## src/rtl/motion_sequencer_pkg.sv

```systemverilog
// Package: motion_pkg
// Purpose : shared definitions for the motion sequencer slice: command opcodes,
//           FSM state encoding and helpers locating the fields inside cmd_data.
// Contents: OP_STOP/OP_DRIVE/OP_SPIN/OP_RSVD, state_t, cmd_dir_bit(), cmd_op_lsb().
package motion_pkg;

    localparam logic [1:0] OP_STOP  = 2'b00;
    localparam logic [1:0] OP_DRIVE = 2'b01;
    localparam logic [1:0] OP_SPIN  = 2'b10;
    localparam logic [1:0] OP_RSVD  = 2'b11;

    typedef enum logic [1:0] {
        ST_IDLE     = 2'd0,
        ST_RUN      = 2'd1,
        ST_STOPPING = 2'd2,
        ST_DONE     = 2'd3
    } state_t;

    // cmd_data layout: {opcode[1:0], dir, count[count_w-1:0]}
    function automatic int cmd_dir_bit(input int count_w);
        return count_w;
    endfunction

    function automatic int cmd_op_lsb(input int count_w);
        return count_w + 1;
    endfunction

endpackage

```

## src/rtl/motion_sequencer_if.sv

```systemverilog
// Interface: motion_sequencer_if
// Purpose  : command channel from the dispatcher into the motion sequencer.
// Handshake: a command transfers on a rising clk edge where cmd_valid and
//            cmd_ready are both 1. The master holds cmd_data/input_speed stable
//            while cmd_valid is 1; the slave raises cmd_ready only when it can
//            take a new command, and nothing is queued.
// Signals  : cmd_valid, cmd_ready, cmd_data[COUNT_W+2:0], input_speed[SPEED_W-1:0]
// Modports : master (dispatcher side), slave (sequencer side)
interface motion_sequencer_if #(
    parameter int COUNT_W = 8,
    parameter int SPEED_W = 3
);
    logic               cmd_valid;
    logic               cmd_ready;
    logic [COUNT_W+2:0] cmd_data;
    logic [SPEED_W-1:0] input_speed;

    modport master (
        output cmd_valid,
        output cmd_data,
        output input_speed,
        input  cmd_ready
    );

    modport slave (
        input  cmd_valid,
        input  cmd_data,
        input  input_speed,
        output cmd_ready
    );
endinterface

```

## src/rtl/motion_sequencer_speed_ramp.sv

```systemverilog
// Module : speed_ramp
// Purpose: linear speed ramp. A prescaler produces one step every RAMP_DIV
//          clocks; each step moves speed one LSB up toward target (dir_up=1)
//          or down toward zero (dir_up=0), saturating at either end.
// Ports  : clk, rst (sync, active-low), clr (restart prescaler), dir_up,
//          target[SPEED_W-1:0] -> speed[SPEED_W-1:0], at_target
module speed_ramp #(
    parameter int SPEED_W  = 3,
    parameter int RAMP_DIV = 16
) (
    input  logic               clk,
    input  logic               rst,
    input  logic               clr,
    input  logic               dir_up,
    input  logic [SPEED_W-1:0] target,
    output logic [SPEED_W-1:0] speed,
    output logic               at_target
);
    localparam int            PW         = (RAMP_DIV > 1) ? $clog2(RAMP_DIV) : 1;
    localparam logic [PW-1:0] PRESC_LAST = PW'(RAMP_DIV - 1);

    logic [PW-1:0] presc_q;
    logic          step;

    assign step = (presc_q == PRESC_LAST);

    // clr wins over a coincident step so the first step after a state
    // change always lands a full RAMP_DIV clocks later.
    always_ff @(posedge clk) begin
        if (!rst) begin
            presc_q <= '0;
            speed   <= '0;
        end else if (clr) begin
            presc_q <= '0;
        end else begin
            presc_q <= step ? '0 : presc_q + 1'b1;
            if (step) begin
                if (dir_up && (speed < target)) begin
                    speed <= speed + 1'b1;
                end else if (!dir_up && (speed != '0)) begin
                    speed <= speed - 1'b1;
                end
            end
        end
    end

    assign at_target = dir_up ? (speed == target) : (speed == '0);

endmodule

```

## src/rtl/motion_sequencer.sv

```systemverilog
// Module : motion_sequencer
// Purpose: two-wheel motion sequencer. Accepts STOP/DRIVE/SPIN commands,
//          ramps both wheels to the commanded speed, counts encoder ticks
//          down to zero (or stops on abort), ramps back to zero and pulses done.
// Ports  : clk, rst (sync, active-low)
//          cmd (motion_sequencer_if.slave): cmd_valid, cmd_ready, cmd_data, input_speed
//          tick, abort                      : encoder pulse, early-stop request
//          speed_wheel1/2, dir_wheel1/2     : wheel drive outputs (0=fwd 1=rev)
//          remaining, busy, done, err_opcode: status
//          state_dbg                        : current FSM state
module motion_sequencer
    import motion_pkg::*;
#(
    parameter int SPEED_W  = 3,
    parameter int COUNT_W  = 8,
    parameter int RAMP_DIV = 16
) (
    input  logic               clk,
    input  logic               rst,
    motion_sequencer_if.slave  cmd,
    input  logic               tick,
    input  logic               abort,
    output logic [SPEED_W-1:0] speed_wheel1,
    output logic [SPEED_W-1:0] speed_wheel2,
    output logic               dir_wheel1,
    output logic               dir_wheel2,
    output logic [COUNT_W-1:0] remaining,
    output logic               busy,
    output logic               done,
    output logic               err_opcode,
    output state_t             state_dbg
);
    state_t             state_q, state_d;
    logic [SPEED_W-1:0] target_q;
    logic [COUNT_W-1:0] rem_q;
    logic               dir1_q, dir2_q, err_q;

    logic [1:0]         cmd_op;
    logic               cmd_dir;
    logic [COUNT_W-1:0] cmd_cnt;
    logic               accept;
    logic               starts_motion;
    logic               final_tick;

    logic [SPEED_W-1:0] speed;
    logic               at_target;
    logic               ramp_clr;
    logic               ramp_up;

    assign cmd_op  = cmd.cmd_data[cmd_op_lsb(COUNT_W) +: 2];
    assign cmd_dir = cmd.cmd_data[cmd_dir_bit(COUNT_W)];
    assign cmd_cnt = cmd.cmd_data[COUNT_W-1:0];

    assign accept        = cmd.cmd_valid && cmd.cmd_ready;
    assign starts_motion = ((cmd_op == OP_DRIVE) || (cmd_op == OP_SPIN)) && (cmd_cnt != '0);
    assign final_tick    = tick && (rem_q == COUNT_W'(1));

    // State register
    always_ff @(posedge clk) begin
        if (!rst) begin
            state_q <= ST_IDLE;
        end else begin
            state_q <= state_d;
        end
    end

    // Next state and status outputs
    always_comb begin
        state_d       = state_q;
        cmd.cmd_ready = 1'b0;
        busy          = 1'b1;
        done          = 1'b0;
        unique case (state_q)
            ST_IDLE: begin
                cmd.cmd_ready = 1'b1;
                busy          = 1'b0;
                if (accept) begin
                    state_d = starts_motion ? ST_RUN : ST_DONE;
                end
            end
            ST_RUN: begin
                if (abort || final_tick) begin
                    state_d = ST_STOPPING;
                end
            end
            ST_STOPPING: begin
                // ramp runs downward here, so at_target means speed == 0
                if (at_target) begin
                    state_d = ST_DONE;
                end
            end
            ST_DONE: begin
                done    = 1'b1;
                state_d = ST_IDLE;
            end
            default: state_d = ST_IDLE;
        endcase
    end

    // Command register, tick counter and direction mapping
    always_ff @(posedge clk) begin
        if (!rst) begin
            target_q <= '0;
            rem_q    <= '0;
            dir1_q   <= 1'b0;
            dir2_q   <= 1'b0;
            err_q    <= 1'b0;
        end else begin
            err_q <= 1'b0;
            if (accept) begin
                target_q <= cmd.input_speed;
                rem_q    <= cmd_cnt;
                err_q    <= (cmd_op == OP_RSVD);
                // STOP and reserved opcodes carry no direction; wheels keep theirs
                if (cmd_op == OP_DRIVE) begin
                    dir1_q <= cmd_dir;
                    dir2_q <= cmd_dir;
                end else if (cmd_op == OP_SPIN) begin
                    dir1_q <= cmd_dir;
                    dir2_q <= ~cmd_dir;
                end
            end else if ((state_q == ST_RUN) && tick && (rem_q != '0)) begin
                rem_q <= rem_q - 1'b1;
            end
        end
    end

    assign ramp_clr = (state_d != state_q);
    assign ramp_up  = (state_q == ST_RUN);

    speed_ramp #(
        .SPEED_W  (SPEED_W),
        .RAMP_DIV (RAMP_DIV)
    ) u_ramp (
        .clk       (clk),
        .rst       (rst),
        .clr       (ramp_clr),
        .dir_up    (ramp_up),
        .target    (target_q),
        .speed     (speed),
        .at_target (at_target)
    );

    assign speed_wheel1 = speed;
    assign speed_wheel2 = speed;
    assign dir_wheel1   = dir1_q;
    assign dir_wheel2   = dir2_q;
    assign remaining    = rem_q;
    assign err_opcode   = err_q;
    assign state_dbg    = state_q;

endmodule
```

## src/flat_wrapper.sv

```systemverilog
// flat-port wrapper written by rule: the top's interface ports become plain ports
module motion_sequencer_flat import motion_pkg::*;
#(
    parameter int SPEED_W  = 3,
    parameter int COUNT_W  = 8,
    parameter int RAMP_DIV = 16
)
  (clk, rst, tick, abort, speed_wheel1, speed_wheel2, dir_wheel1, dir_wheel2, remaining, busy, done, err_opcode, state_dbg, cmd_cmd_valid, cmd_cmd_data, cmd_input_speed, cmd_cmd_ready);
  motion_sequencer_if #(.COUNT_W(COUNT_W), .SPEED_W(SPEED_W)) cmd_i ();
  input  logic clk;
  input  logic rst;
  input  logic tick;
  input  logic abort;
  output logic [SPEED_W-1:0] speed_wheel1;
  output logic [SPEED_W-1:0] speed_wheel2;
  output logic dir_wheel1;
  output logic dir_wheel2;
  output logic [COUNT_W-1:0] remaining;
  output logic busy;
  output logic done;
  output logic err_opcode;
  output state_t state_dbg;
  input wire logic [$bits(cmd_i.cmd_valid)-1:0] cmd_cmd_valid;
  input wire logic [$bits(cmd_i.cmd_data)-1:0] cmd_cmd_data;
  input wire logic [$bits(cmd_i.input_speed)-1:0] cmd_input_speed;
  output wire logic [$bits(cmd_i.cmd_ready)-1:0] cmd_cmd_ready;
  assign cmd_i.cmd_valid = cmd_cmd_valid;
  assign cmd_i.cmd_data = cmd_cmd_data;
  assign cmd_i.input_speed = cmd_input_speed;
  assign cmd_cmd_ready = cmd_i.cmd_ready;
  motion_sequencer #(.SPEED_W(SPEED_W), .COUNT_W(COUNT_W), .RAMP_DIV(RAMP_DIV)) u_core (.clk(clk), .rst(rst), .cmd(cmd_i), .tick(tick), .abort(abort), .speed_wheel1(speed_wheel1), .speed_wheel2(speed_wheel2), .dir_wheel1(dir_wheel1), .dir_wheel2(dir_wheel2), .remaining(remaining), .busy(busy), .done(done), .err_opcode(err_opcode), .state_dbg(state_dbg));
endmodule
```

## config.mk

```make
export PLATFORM = sky130hd
export DESIGN_NAME = motion_sequencer_flat
export DESIGN_NICKNAME = d
export VERILOG_FILES = /design/src/rtl/motion_sequencer_pkg.sv /design/src/rtl/motion_sequencer_if.sv /design/src/rtl/motion_sequencer_speed_ramp.sv /design/src/rtl/motion_sequencer.sv /design/src/flat_wrapper.sv
export SDC_FILE = /design/constraint.sdc
export NUM_CORES = 1
export LEC_CHECK = 0
export CAP_MARGIN = 0
export CORE_MARGIN = 1.5
export CORE_UTILIZATION = 51
export DETAILED_ROUTE_END_ITERATION = 6
export PLACE_DENSITY = 0.89
export SETUP_SLACK_MARGIN = 0.1
export SLEW_MARGIN = 5
export SYNTH_ARGS = -nofsm -noshare
export SYNTH_HDL_FRONTEND = slang
export SYNTH_HIERARCHICAL = 1
export SYNTH_SLANG_ARGS = --single-unit
```

## constraint.sdc

```tcl
create_clock -name clk -period 6.45 [get_ports clk]
set_input_delay 0.645 -clock clk [delete_from_list [all_inputs] [get_ports clk]]
set_output_delay 0.645 -clock clk [all_outputs]
set_load 0.02 [all_outputs]
```

; ---- Word-level counts from Yosys, hierarchy flattened
; Index checks and enable logic that the tools add are counted.
[totals]
output_inout_bits = 22
romBits = 0
ram_bits = 0
elab_cells = 65
latchBits = 0
regBits = 23
inputBits = 19
memories = 0
[classes]
n_addsub = 4
multipliers = 0
n_eq_ne = 10
muxes = 17
reduce_logical = 22
shift = 0
bitwise = 3
div_mod_pow = 0
n_lt_le_gt_ge = 1
[ops]
columns = op, count
row1 = $mux 8, 2
row2 = $reduce_bool 8->1, 2
row3 = $eq 2x2->1 const B, 4
row4 = $eq 8x1->1 const B, 1
row5 = $mux 1, 8
row6 = $mux 2, 4
row7 = $pmux 2 s4, 1
row8 = $sub 8x1->8 const B, 1
row9 = $logic_and 1x1->1, 7
row10 = $mux 3, 2
row11 = $reduce_bool 2->1, 3
row12 = $add 4x1->4 const B, 1
row13 = $eq 2x1->1 const B, 2
row14 = $eq 4x4->1 const B, 1
row15 = $reduce_and 2->1, 2
row16 = $add 3x1->3 const B, 1
row17 = $eq 3x3->1, 1
row18 = $logic_not 3->1, 1
row19 = $lt 3x3->1, 1
row20 = $not 1->1, 3
row21 = $reduce_and 3->1, 1
row22 = $reduce_bool 3->1, 1
row23 = $reduce_or 3->1, 1
row24 = $sub 3x1->3 const B, 1
row25 = 4 further kinds, 5

; ---- Longest topological paths before layout
[depth]
ltp_word = 9
ltp_mapped = 9
ltp_nobuf = 9

; ---- Cells and area by module
; Netlist, hierarchy kept.
[modules_own_cells]
columns = mod, n_inst, area_per_inst_um2, seq_area_each_um2, cells_per_inst
row1 = motion_sequencer, 1, 997.2, 320.3, 114
row2 = speed_ramp, 1, 419.2, 140.1, 45

; ---- Least setup slack after synthesis
; Ideal clock, no wire load.
[synth_path]
kind = register to register
from = reg u_core.state_q[0], in the netlist u_core/state_dbg[0]
to = reg u_core.u_ramp.speed[1]
period_less_slack_ns = 2.389
path_stages_with_launch = 10
required_ns = 6.380
setup_time_ns = 0.070
t_arrival_ns = 2.320
setup_slack_ns = 4.061
path_buffers = 1
path_cell_list = dfxtp_1 > buf_6 > nor2b_1 > nor4_1 > a41o_2 > a21oi_1 > a21oi_1 > or2_1 > or4b_1 > a21oi_1
[synth_via]
word_cells_on_any_way = 19
cone_classes = eq/ne: 4 / mux: 7 / bitwise: 1 / reduce/logical: 7
[synth_rtl]
columns = item, line_no
row1 = start: declaration, motion_sequencer.sv:33  ; state_t state_q, state_d;
row2 = start signal: assignment, motion_sequencer.sv:63  ; state_q <= state_d;
row3 = $eq 2x1->1, motion_sequencer.sv:129  ; assign ramp_up = (state_q == ST_RUN);
row4 = named net u_core.ramp_up, motion_sequencer.sv:48  ; logic ramp_up;
row5 = $mux 1, motion_sequencer_speed_ramp.sv:47  ; assign at_target = dir_up ? (speed == target) : (speed == '0);
row6 = named net u_core.at_target, motion_sequencer.sv:46  ; logic at_target;
row7 = $mux 2, motion_sequencer.sv:88  ; if (at_target) begin
row8 = $pmux 2 s4, motion_sequencer.sv:73  ; unique case (state_q)
row9 = $ne 2x2->1, motion_sequencer.sv:128  ; assign ramp_clr = (state_d != state_q);
row10 = named net u_core.ramp_clr, motion_sequencer.sv:47  ; logic ramp_clr;
row11 = $not 1->1 (no source line), -
row12 = $reduce_and 3->1 (no source line), -
row13 = end signal: assignment, motion_sequencer_speed_ramp.sv:39  ; speed <= speed + 1'b1;
row14 = end signal: assignment, motion_sequencer_speed_ramp.sv:41  ; speed <= speed - 1'b1;
row15 = end: declaration, motion_sequencer_speed_ramp.sv:16  ; output logic [SPEED_W-1:0] speed,
; The timed path passes the listed nets, and every way through them passes these cells.
; A chain may end at the register's enable or synchronous reset.

; ---- Worst setup path after layout
; Ends and elaborated chain as after synthesis.

==> run summary <==
Static Leakage: 0.679 nW
CTS clk-pin slew, worst paths: 0.13 ns
Detailed Route WL: 3500 µm
final setup violation count: 0
post_cts resized: 0
dpl hpwl: 2710 µm
Final Hold Viols: 0
sequential fraction of the synthesis area: 0.325
Post-CTS Setup Bufs: 0
area of the multi-input gates: 836 µm²
Power per Cell Area: 214 nW/µm²
Fillers: 206
grt ovf: 0
most instantiated library cell after synthesis: dfxtp_1
Startpoint Class: flop
Final Cell Area: 1810 µm²
synth warn: 6
max-cap violation count: 0
CP required: 6.70 ns
post-route ant nets: 0
n_diodes: 0
Starting Density: 0.557
# rows: 18
RSZ-0062 raised after global routing: no
headroom to the max-slew limit: 0.614
routed len/inst: 15.6 µm
Synth Area per Inst: 8.91 µm²
Post-synth ARST share: 0
RD Place Congestion: 0.891
DR vias/cell: 6.08
Setup CP Type: reg2reg
die width: 55.7 µm
Cells after Synth: 159
DP Area: 1780 µm²
htree depth: 1
Synth top area share: 0.325
Main synth FF type: dfxtp_1
GRT busiest layer: met2
fin crit period: 2.63 ns
GR Util met3: 0.0372
Worst Skew: 0.0142 ns
syn_nets: 188
f_max: 380 MHz
crit end category: flop
die area: 3100 µm²
synthesized cell area: 1420 µm²
post-route insts no fill: 224
DR iter-0 viols: 67
Core Area: 2540 µm²
Net count, final: 224
worst skew pair latency: 0.32 ns
Vias: 1362
maximum VDD drop: 0.229 mV
Die Height: 55.7 µm
Slew Limit Fails: 0
Num CTS Buffers: 3
commonest cells in the netlist: 23 x dfxtp_1, 13 x a21oi_1, 12 x nand2_1
IO Count: 41
CP Data Arrival Time: 2.88 ns
vias in the first global route: 1313
cell taking the most area after synthesis: dfxtp_1
HP Class: reg2reg
CTS Root Cell: clkbuf_4
drt pass-1 iters: 4
met1 usage: 0.300
clock sink count: 23
hold slack: 0.474 ns
cts hold-fix bufs: 0
CTS tree: done
crit path max fanout: 11
Sequential cell area: 460 µm²
Final period util: 0.408
number of flops mapped to enable cells by yosys: 0
pin count of the biggest net entering global routing: 17
Worst Tran Pin Value: 0.574 ns
Worst R2R Start: u_core/state_dbg[0]
Area contributors post-synth: dfxtp_1 33%, ha_1 8.0%, a21oi_1 4.6%
status: complete, no violations
Layout area overhead: 27.6%
Residual DRC: 0
Yosys reg bits: 23
initial antenna violation count: 0
Tot GR Track Use: 0.238
Worst Setup SP: u_core/state_dbg[0]
first-pass GRT wire length: 5950 µm
Placed Cells: 220
Finished Core Util: 0.710
setup TNS: 0 ns
share of layout cells above drive strength 1: 0.0670
clock buffer depth: 2
GR Layer Usage met2: 0.403
Port Buffer Count: 40
synth unique cells: 54
worst hold start: u_core/target_q[2]
final timing paths:
kind | to | slack [ns] | cells after the start
max | u_core/u_ramp/speed[1] | 3.82 | 8
min reg2reg | u_core/target_q[2] | 0.47 | 2
max reg2reg | u_core/u_ramp/speed[1] | 3.82 | 8
min | u_core/target_q[2] | 0.47 | 2
layer usage:
| metal | wire [µm] | share of wire |
|---|---|---|
| met2 | 1770 | 0.50 |
| met3 | 243 | 0.069 |
| met4 | 42 | 0.012 |
| met5 | 0 | 0 |
| met1 | 1450 | 0.41 |
flip-flops by register name, indices dropped and copies added (netlist names):
name and flops:
u_core/target_q 3, u_core/dir_wheel1 1, u_core/u_ramp/speed 3, u_core/remaining 8, u_core/u_ramp/presc_q 4, u_core/dir_wheel2 1
u_core/state_dbg 2, u_core/err_opcode 1
cells in the final DEF (no fill, tap or decap), types with 2 or more instances in the layout:
cell type and count:
clkdlybuf4s50_1 40, dfxtp_1 23, a21oi_1 13, nand2_1 12, inv_1 11, ha_1 9, nor2_1 8, nor3_1 5
o21ai_0 5, o21a_1 5, nor4_1 4, clkbuf_4 3, nand3b_1 3, o21ai_1 3, nand3_1 3, nor2b_1 2
or2_1 2, and2_1 2, a211oi_1 2, mux2i_1 2, and3_1 2, a31oi_1 2, xnor2_1 2, xor2_1 2
power by group:
group	internal, W	switching, W
logic	0.0000685	0.0000790
registers	0.000154	0.0000177
clock network	0.0000232	0.0000440
total	0.000246	0.000141
area by class of cell:
type                            instances  area share
Tap cell                               30      0.0208
Multi-Input combinational cell        115       0.463
Clock inverter                          1     0.00277
Inverter                               12      0.0249
Timing Repair Buffer                   40       0.222
Clock buffer                            3      0.0125
Sequential cell                        23       0.255
critical path, cell delays in order, from the launching register on:
cell and delay, ns:
dfxtp_1 0.52, nor2b_1 0.42, nor4_1 0.16, a41o_2 0.27
a21oi_1 0.15, a21oi_1 0.13, or2_1 0.32, or4b_1 0.48
a21oi_1 0.13
cell families after synthesis:
kind of cell | share of synthesized area
adders and majority gates | 0.0936
AOI/OAI and AO/OA | 0.223
DFF | 0.325
and+or+nand+nor | 0.234
buffers and inverters | 0.0848
xor gates and xnor gates | 0.0247
muxes | 0.0141
metrics by stage:
stage	worst slack (ns)	total power, W
finish	3.82	0.000387
global route	3.63	0.000410
CTS	3.86	0.000387
detailed placement	3.66	0.000319
global placement	3.75	0.000311
floorplan	4.06	0.000268
Note: power is estimated with default switching activity, not from simulation.
